<file path="src/rtl/timer_ctrl_pkg.sv">
// timer_ctrl_pkg: shared FSM state type and command opcodes for timer_ctrl.
//   timer_state_t : IDLE / RUN / DONE
//   OP_*          : cmd_op encodings (START, STOP, RESUME, CLEAR)
package timer_ctrl_pkg;
  typedef enum logic [1:0] {
    IDLE = 2'd0,
    RUN  = 2'd1,
    DONE = 2'd2
  } timer_state_t;
  localparam logic [1:0] OP_START  = 2'b00;
  localparam logic [1:0] OP_STOP   = 2'b01;
  localparam logic [1:0] OP_RESUME = 2'b10;
  localparam logic [1:0] OP_CLEAR  = 2'b11;
endpackage

</file>
<file path="src/rtl/counter_core.sv">
// counter_core: WIDTH-bit up counter with enable and synchronous clear.
//   clk     : rising-edge clock
//   reset_n : asynchronous active-low reset (count -> 0)
//   i_clr   : synchronous clear, has priority over i_en
//   i_en    : increment enable
//   o_q     : current count
module counter_core #(
  parameter int WIDTH = 8
) (
  input  logic             clk,
  input  logic             reset_n,
  input  logic             i_clr,
  input  logic             i_en,
  output logic [WIDTH-1:0] o_q
);
  logic [WIDTH-1:0] r_q;
  always_ff @(posedge clk or negedge reset_n) begin
    if (!reset_n)   r_q <= '0;
    else if (i_clr) r_q <= '0;
    else if (i_en)  r_q <= r_q + WIDTH'(1'b1);
  end
  assign o_q = r_q;
endmodule

</file>
<file path="src/rtl/timer_ctrl.sv">
// timer_ctrl: programmable interval timer sequencing a counter_core via a
// valid/ready command port (START/STOP/RESUME/CLEAR), one-shot or periodic.
//   clk, reset_n        : clock, asynchronous active-low reset
//   cmd_valid/cmd_ready : command handshake (ready low for one cycle after reset)
//   cmd_op              : 00 START, 01 STOP, 10 RESUME, 11 CLEAR
//   cmd_period          : terminal count, latched on START
//   cmd_periodic        : 1 periodic / 0 one-shot, latched on START
//   cmd_prescale        : divisor minus one (only with TIMER_CTRL_PRESCALE_EN)
//   count_q             : current count
//   tick                : one-cycle pulse at terminal count
//   busy                : high while running
//   done                : set when a one-shot expires, cleared by START/CLEAR
// Optional feature macro: TIMER_CTRL_PRESCALE_EN adds the clock prescaler.
module timer_ctrl
  import timer_ctrl_pkg::*;
#(
  parameter int WIDTH   = 8,
  parameter int PRESC_W = 4
) (
  input  logic               clk,
  input  logic               reset_n,
  input  logic               cmd_valid,
  output logic               cmd_ready,
  input  logic [1:0]         cmd_op,
  input  logic [WIDTH-1:0]   cmd_period,
  input  logic               cmd_periodic,
`ifdef TIMER_CTRL_PRESCALE_EN
  input  logic [PRESC_W-1:0] cmd_prescale,
`endif
  output logic [WIDTH-1:0]   count_q,
  output logic               tick,
  output logic               busy,
  output logic               done
);
  timer_state_t     r_state;
  logic             r_ready;
  logic             r_tick;
  logic             r_busy;
  logic             r_done;
  logic             r_periodic;
  logic [WIDTH-1:0] r_period;
  logic             w_acc;
  logic             w_start;
  logic             w_clear;
  logic             w_adv;
  logic             w_term;
  logic             w_run_adv;
  assign w_acc   = cmd_valid && r_ready;
  assign w_start = w_acc && cmd_op == OP_START;
  assign w_clear = w_acc && cmd_op == OP_CLEAR;
`ifdef TIMER_CTRL_PRESCALE_EN
  logic [PRESC_W-1:0] r_presc;
  logic [PRESC_W-1:0] r_presc_div;
  assign w_adv = r_presc == r_presc_div;
  // Prescaler only moves while running undisturbed; any accepted command freezes it.
  always_ff @(posedge clk or negedge reset_n) begin
    if (!reset_n) begin
      r_presc     <= '0;
      r_presc_div <= '0;
    end else begin
      if (w_start) r_presc_div <= cmd_prescale;
      if (w_start || w_clear) r_presc <= '0;
      else if (!w_acc && r_state == RUN) r_presc <= w_adv ? '0 : r_presc + PRESC_W'(1'b1);
    end
  end
`else
  assign w_adv = 1'b1;
`endif
  // An accepted command in the same cycle overrides counting, so no tick/done then.
  assign w_run_adv = !w_acc && r_state == RUN && w_adv;
  assign w_term    = w_run_adv && count_q == r_period;
  counter_core #(.WIDTH(WIDTH)) u_cnt (
    .clk     (clk),
    .reset_n (reset_n),
    .i_clr   (w_start || w_clear || w_term),
    .i_en    (w_run_adv),
    .o_q     (count_q)
  );
  always_ff @(posedge clk or negedge reset_n) begin
    if (!reset_n) begin
      r_state    <= IDLE;
      r_ready    <= 1'b0;
      r_tick     <= 1'b0;
      r_busy     <= 1'b0;
      r_done     <= 1'b0;
      r_period   <= '0;
      r_periodic <= 1'b0;
    end else begin
      r_ready <= 1'b1;
      r_tick  <= w_term;
      if (w_start) begin
        r_period   <= cmd_period;
        r_periodic <= cmd_periodic;
        r_state    <= RUN;
        r_busy     <= 1'b1;
        r_done     <= 1'b0;
      end else if (w_clear) begin
        r_state <= IDLE;
        r_busy  <= 1'b0;
        r_done  <= 1'b0;
      end else if (w_acc && cmd_op == OP_STOP && r_state == RUN) begin
        r_state <= IDLE;
        r_busy  <= 1'b0;
      end else if (w_acc && cmd_op == OP_RESUME && r_state == IDLE) begin
        r_state <= RUN;
        r_busy  <= 1'b1;
      end else if (w_term && !r_periodic) begin
        r_state <= DONE;
        r_busy  <= 1'b0;
        r_done  <= 1'b1;
      end
    end
  end
  assign cmd_ready = r_ready;
  assign tick      = r_tick;
  assign busy      = r_busy;
  assign done      = r_done;
endmodule
</file>
<file path="config.mk">
export PLATFORM = sky130hd
export DESIGN_NAME = timer_ctrl
export DESIGN_NICKNAME = d
export VERILOG_FILES = /design/src/rtl/timer_ctrl_pkg.sv /design/src/rtl/counter_core.sv /design/src/rtl/timer_ctrl.sv
export SDC_FILE = /design/constraint.sdc
export NUM_CORES = 1
export LEC_CHECK = 0
export CORE_ASPECT_RATIO = 0.5
export CORE_MARGIN = 2
export CORE_UTILIZATION = 31
export CTS_CLUSTER_DIAMETER = 40
export DETAILED_ROUTE_END_ITERATION = 8
export GPL_TIMING_DRIVEN = 0
export SLEW_MARGIN = 40
export SYNTH_ARGS = -nofsm -noshare
export SYNTH_HDL_FRONTEND = slang
export SYNTH_SLANG_ARGS = --single-unit
</file>
<file path="constraint.sdc">
create_clock -name clk -period 1.8 [get_ports clk]
set_clock_uncertainty 0.2 [all_clocks]
set_input_delay 0.36 -clock clk [delete_from_list [all_inputs] [get_ports clk]]
set_output_delay 0.36 -clock clk [all_outputs]
set_load 0.02 [all_outputs]
</file>
==> impl_metrics.json <==
{
  "hold_viol": 0,
  "synth_edf_count": 0,
  "synth_compound_area_frac": 0.05619,
  "synth-seq-area-share": 0.5046,
  "layout_min_cycle_time_ps": 1886,
  "grt_pass1_vias": 765,
  "rsz0062_at_grt": "true",
  "nets": 144,
  "start_util": 0.3212,
  "antenna_found_initial": 0,
  "reg2reg_from": "u_cnt.o_q[0]",
  "gp_congestion": 0.7853,
  "die_h_um": 45.95,
  "syn_inst": 95,
  "syn_area_per_cell_um2": 11.48,
  "p_per_area_mw_per_mm2": 1120,
  "slew_headroom": 0.6509,
  "syn_nets": 110,
  "start_kind": "flip-flop",
  "viasPerCell": 4.721,
  "drive_above_1_share": 0.2656,
  "num_vias": 845,
  "synth_most_common_cell": "dfrtp_1",
  "synth_largest_area_cell": "dfrtp_1",
  "cts_tree": "yes",
  "ir_drop_uv": 373.9,
  "fillers": 344,
  "reg2reg_slack_ps": -90,
  "route.detailed.drc": 0,
  "finalWorstSetupSlack_ps": -86.34,
  "yosysUniqueCellTypes": 27,
  "crit_fanout": 5,
  "ys_async_sr_fraction": 1.000,
  "clkTransAtPathRegs_ps": 80,
  "cts_buffer_depth": 2,
  "postRouteAntennaNets": 0,
  "worstMarginPinSlew_ps": 523.2,
  "htree_levels": 1,
  "netlist_area_mm2": 0.001091,
  "dp_cells": 171,
  "grt_pass1_wl_mm": 3.691,
  "grt_max_degree": 23,
  "die_w_um": 87.90,
  "synth_top_area_frac": 0.5046,
  "clock_sinks": 22,
  "clk_latency_ps": 260,
  "p_leak_uw": 0.0006358,
  "root_buffer": "clkbuf_8",
  "die_area_mm2": 0.004039,
  "min_period_over_period": 1.048,
  "drv_cap": 0,
  "worstSetupEndpoint": "r_state[0]",
  "drt_pass1_iterations": 4,
  "wire_per_inst_um": 12.41,
  "io_pins": 26,
  "drv_slew": 0,
  "wl_mm": 2.222,
  "synth_xor_area_frac": 0.1204,
  "cts_buffers": 3,
  "startpoint": "u_cnt.o_q[0]",
  "dp_hpwl_mm": 1.524,
  "synth.area.mux_share": 0.1009,
  "status": "complete, but fails checks",
  "ys_top_cells_by_area": "dfrtp_1 50%, xnor2_1 9.6%, mux2_2 8.3%",
  "yosys.area_share.simple": 0.1720,
  "violations": "negative setup slack",
  "setup_viol": 11,
  "grt_usage": 0.1264,
  "ys_top_cells_by_count": "22 x dfrtp_1, 12 x xnor2_1, 9 x nor3_1, 8 x mux2_2, 5 x nand2_1",
  "end_kind": "flip-flop",
  "cp.arrival_ps": 1830,
  "coreArea_mm2": 0.003397,
  "critPathKind": "flip-flop to flip-flop",
  "syn2layout_area_growth_pct": 39.56,
  "num_rows": 15,
  "yosys_register_bits": 22,
  "io_buffers": 25,
  "rr_worst_depth": 5,
  "stdcell_count": 179,
  "hold_class": "flip-flop to flip-flop",
  "whs_ps": 305.4,
  "synth_top_family_by_area": "simple AND/OR/NAND/NOR gates",
  "drt_iter0_drc": 8,
  "required_ps": 1740,
  "synth-adder-area-share": 0.01147,
  "hold_path.startpoint": "done",
  "ys.flop_type": "dfrtp_1",
  "diodes": 0,
  "grt-ovfl-total": 0,
  "yosys_warnings": 0,
  "r2r-end": "r_state[0]",
  "fmax_mhz": 530.1
}
[layout by cell type, fill, tap and decap left out, drive strengths merged, types with 2 or more instances in the layout]
cell type      instances
nand2b                 2
mux2i                  2
nor3                  10
nand2                  5
nand4                  2
clkbuf                 4
dfrtp                 22
mux2                   8
a21oi                  2
xor2                   3
nand3                  3
buf                    7
dlygate4sd2           12
a22o                   2
o21ai                  2
nor2                   4
clkdlybuf4s50         12
xnor2                 12
inv                    2
nor4                   3
[worst max-delay path: stages, from the launching register on]
cell      delay [ps]
dfrtp_2          430
xor2_1           150
or4_4            550
nor3_4           200
buf_6            160
o221ai_2          80
[routing by layer]
layer	wire length, um	GRT usage	vias to the layer above
met2	1052	0.2152	23
met4	15	0.04923	0
met3	87	0.03261	5
li1	-	-	403
met5	0	0	-
met1	1066	0.1579	414
[metrics by stage]
step	setup WS [ps]	setup TNS (ps)	area, um^2	power, uW	utilization
floorplan	-142.4	-1106	1099	1121	-
global placement	-600.0	-11690	1413	1337	0.4158
detailed placement	-619.4	-10590	1408	1346	0.4144
CTS	-89.75	-684.0	1499	1697	0.4413
global route	-161.5	-1464	1523	1822	0.4483
finish	-86.34	-687.0	1523	1706	0.4483
[logic make-up (layout without fill, tap and decap cells)]
group | Yosys count | after routing
other | 1 | 1
AND/OR/NAND/NOR | 33 | 33
flip-flops | 22 | 22
buffers and inverters | 5 | 38
AO/OA/AOI/OAI | 8 | 8
XOR/XNOR | 15 | 15
adder cells (fa/ha/maj) | 1 | 1
multiplexers | 10 | 10
[power breakdown]
group / switching, uW / internal (uW) / total, uW
clock: 157 / 195 / 352
sequential: 121 / 606 / 726
combinational: 294 / 333 / 628
[worst min-delay path by stage]
| stage | to | slack [ps] | cells after the start |
|---|---|---|---|
| finish | done | 310 | 1 |
| detailed placement | u_cnt.o_q[1] | 160 | 1 |
| floorplan | cmd_ready | -140 | 0 |
| global placement | done | 310 | 1 |
| global route | done | 350 | 1 |
| CTS | done | 320 | 1 |
[registers in the layout, indices dropped and copies added, names as in the netlist]
signal      count
cmd_ready       1
r_period        8
done            1
tick            1
u_cnt.o_q       8
r_periodic      1
r_state         2
[timing repair]
action	4_1_cts	5_1_grt
gates resized for setup	20	6
pin swaps	3	4
setup endpoints to repair	31	18
endpoints found under the hold margin	22	0
gates cloned	1	0
buffers inserted	3	0
hold buffers	1	0
[final cells by class]
class / count / area (um^2) / area share
buffer: 2 / 22.52 / 0.01479
clock buffer: 4 / 55.05 / 0.03615
inverter: 2 / 7.507 / 0.004930
multi-input combinational: 68 / 544.3 / 0.3574
sequential: 22 / 555.5 / 0.3648
tap: 51 / 63.81 / 0.04191
timing repair buffer: 30 / 274.0 / 0.1800
Note: power is estimated with default switching activity, not from simulation.
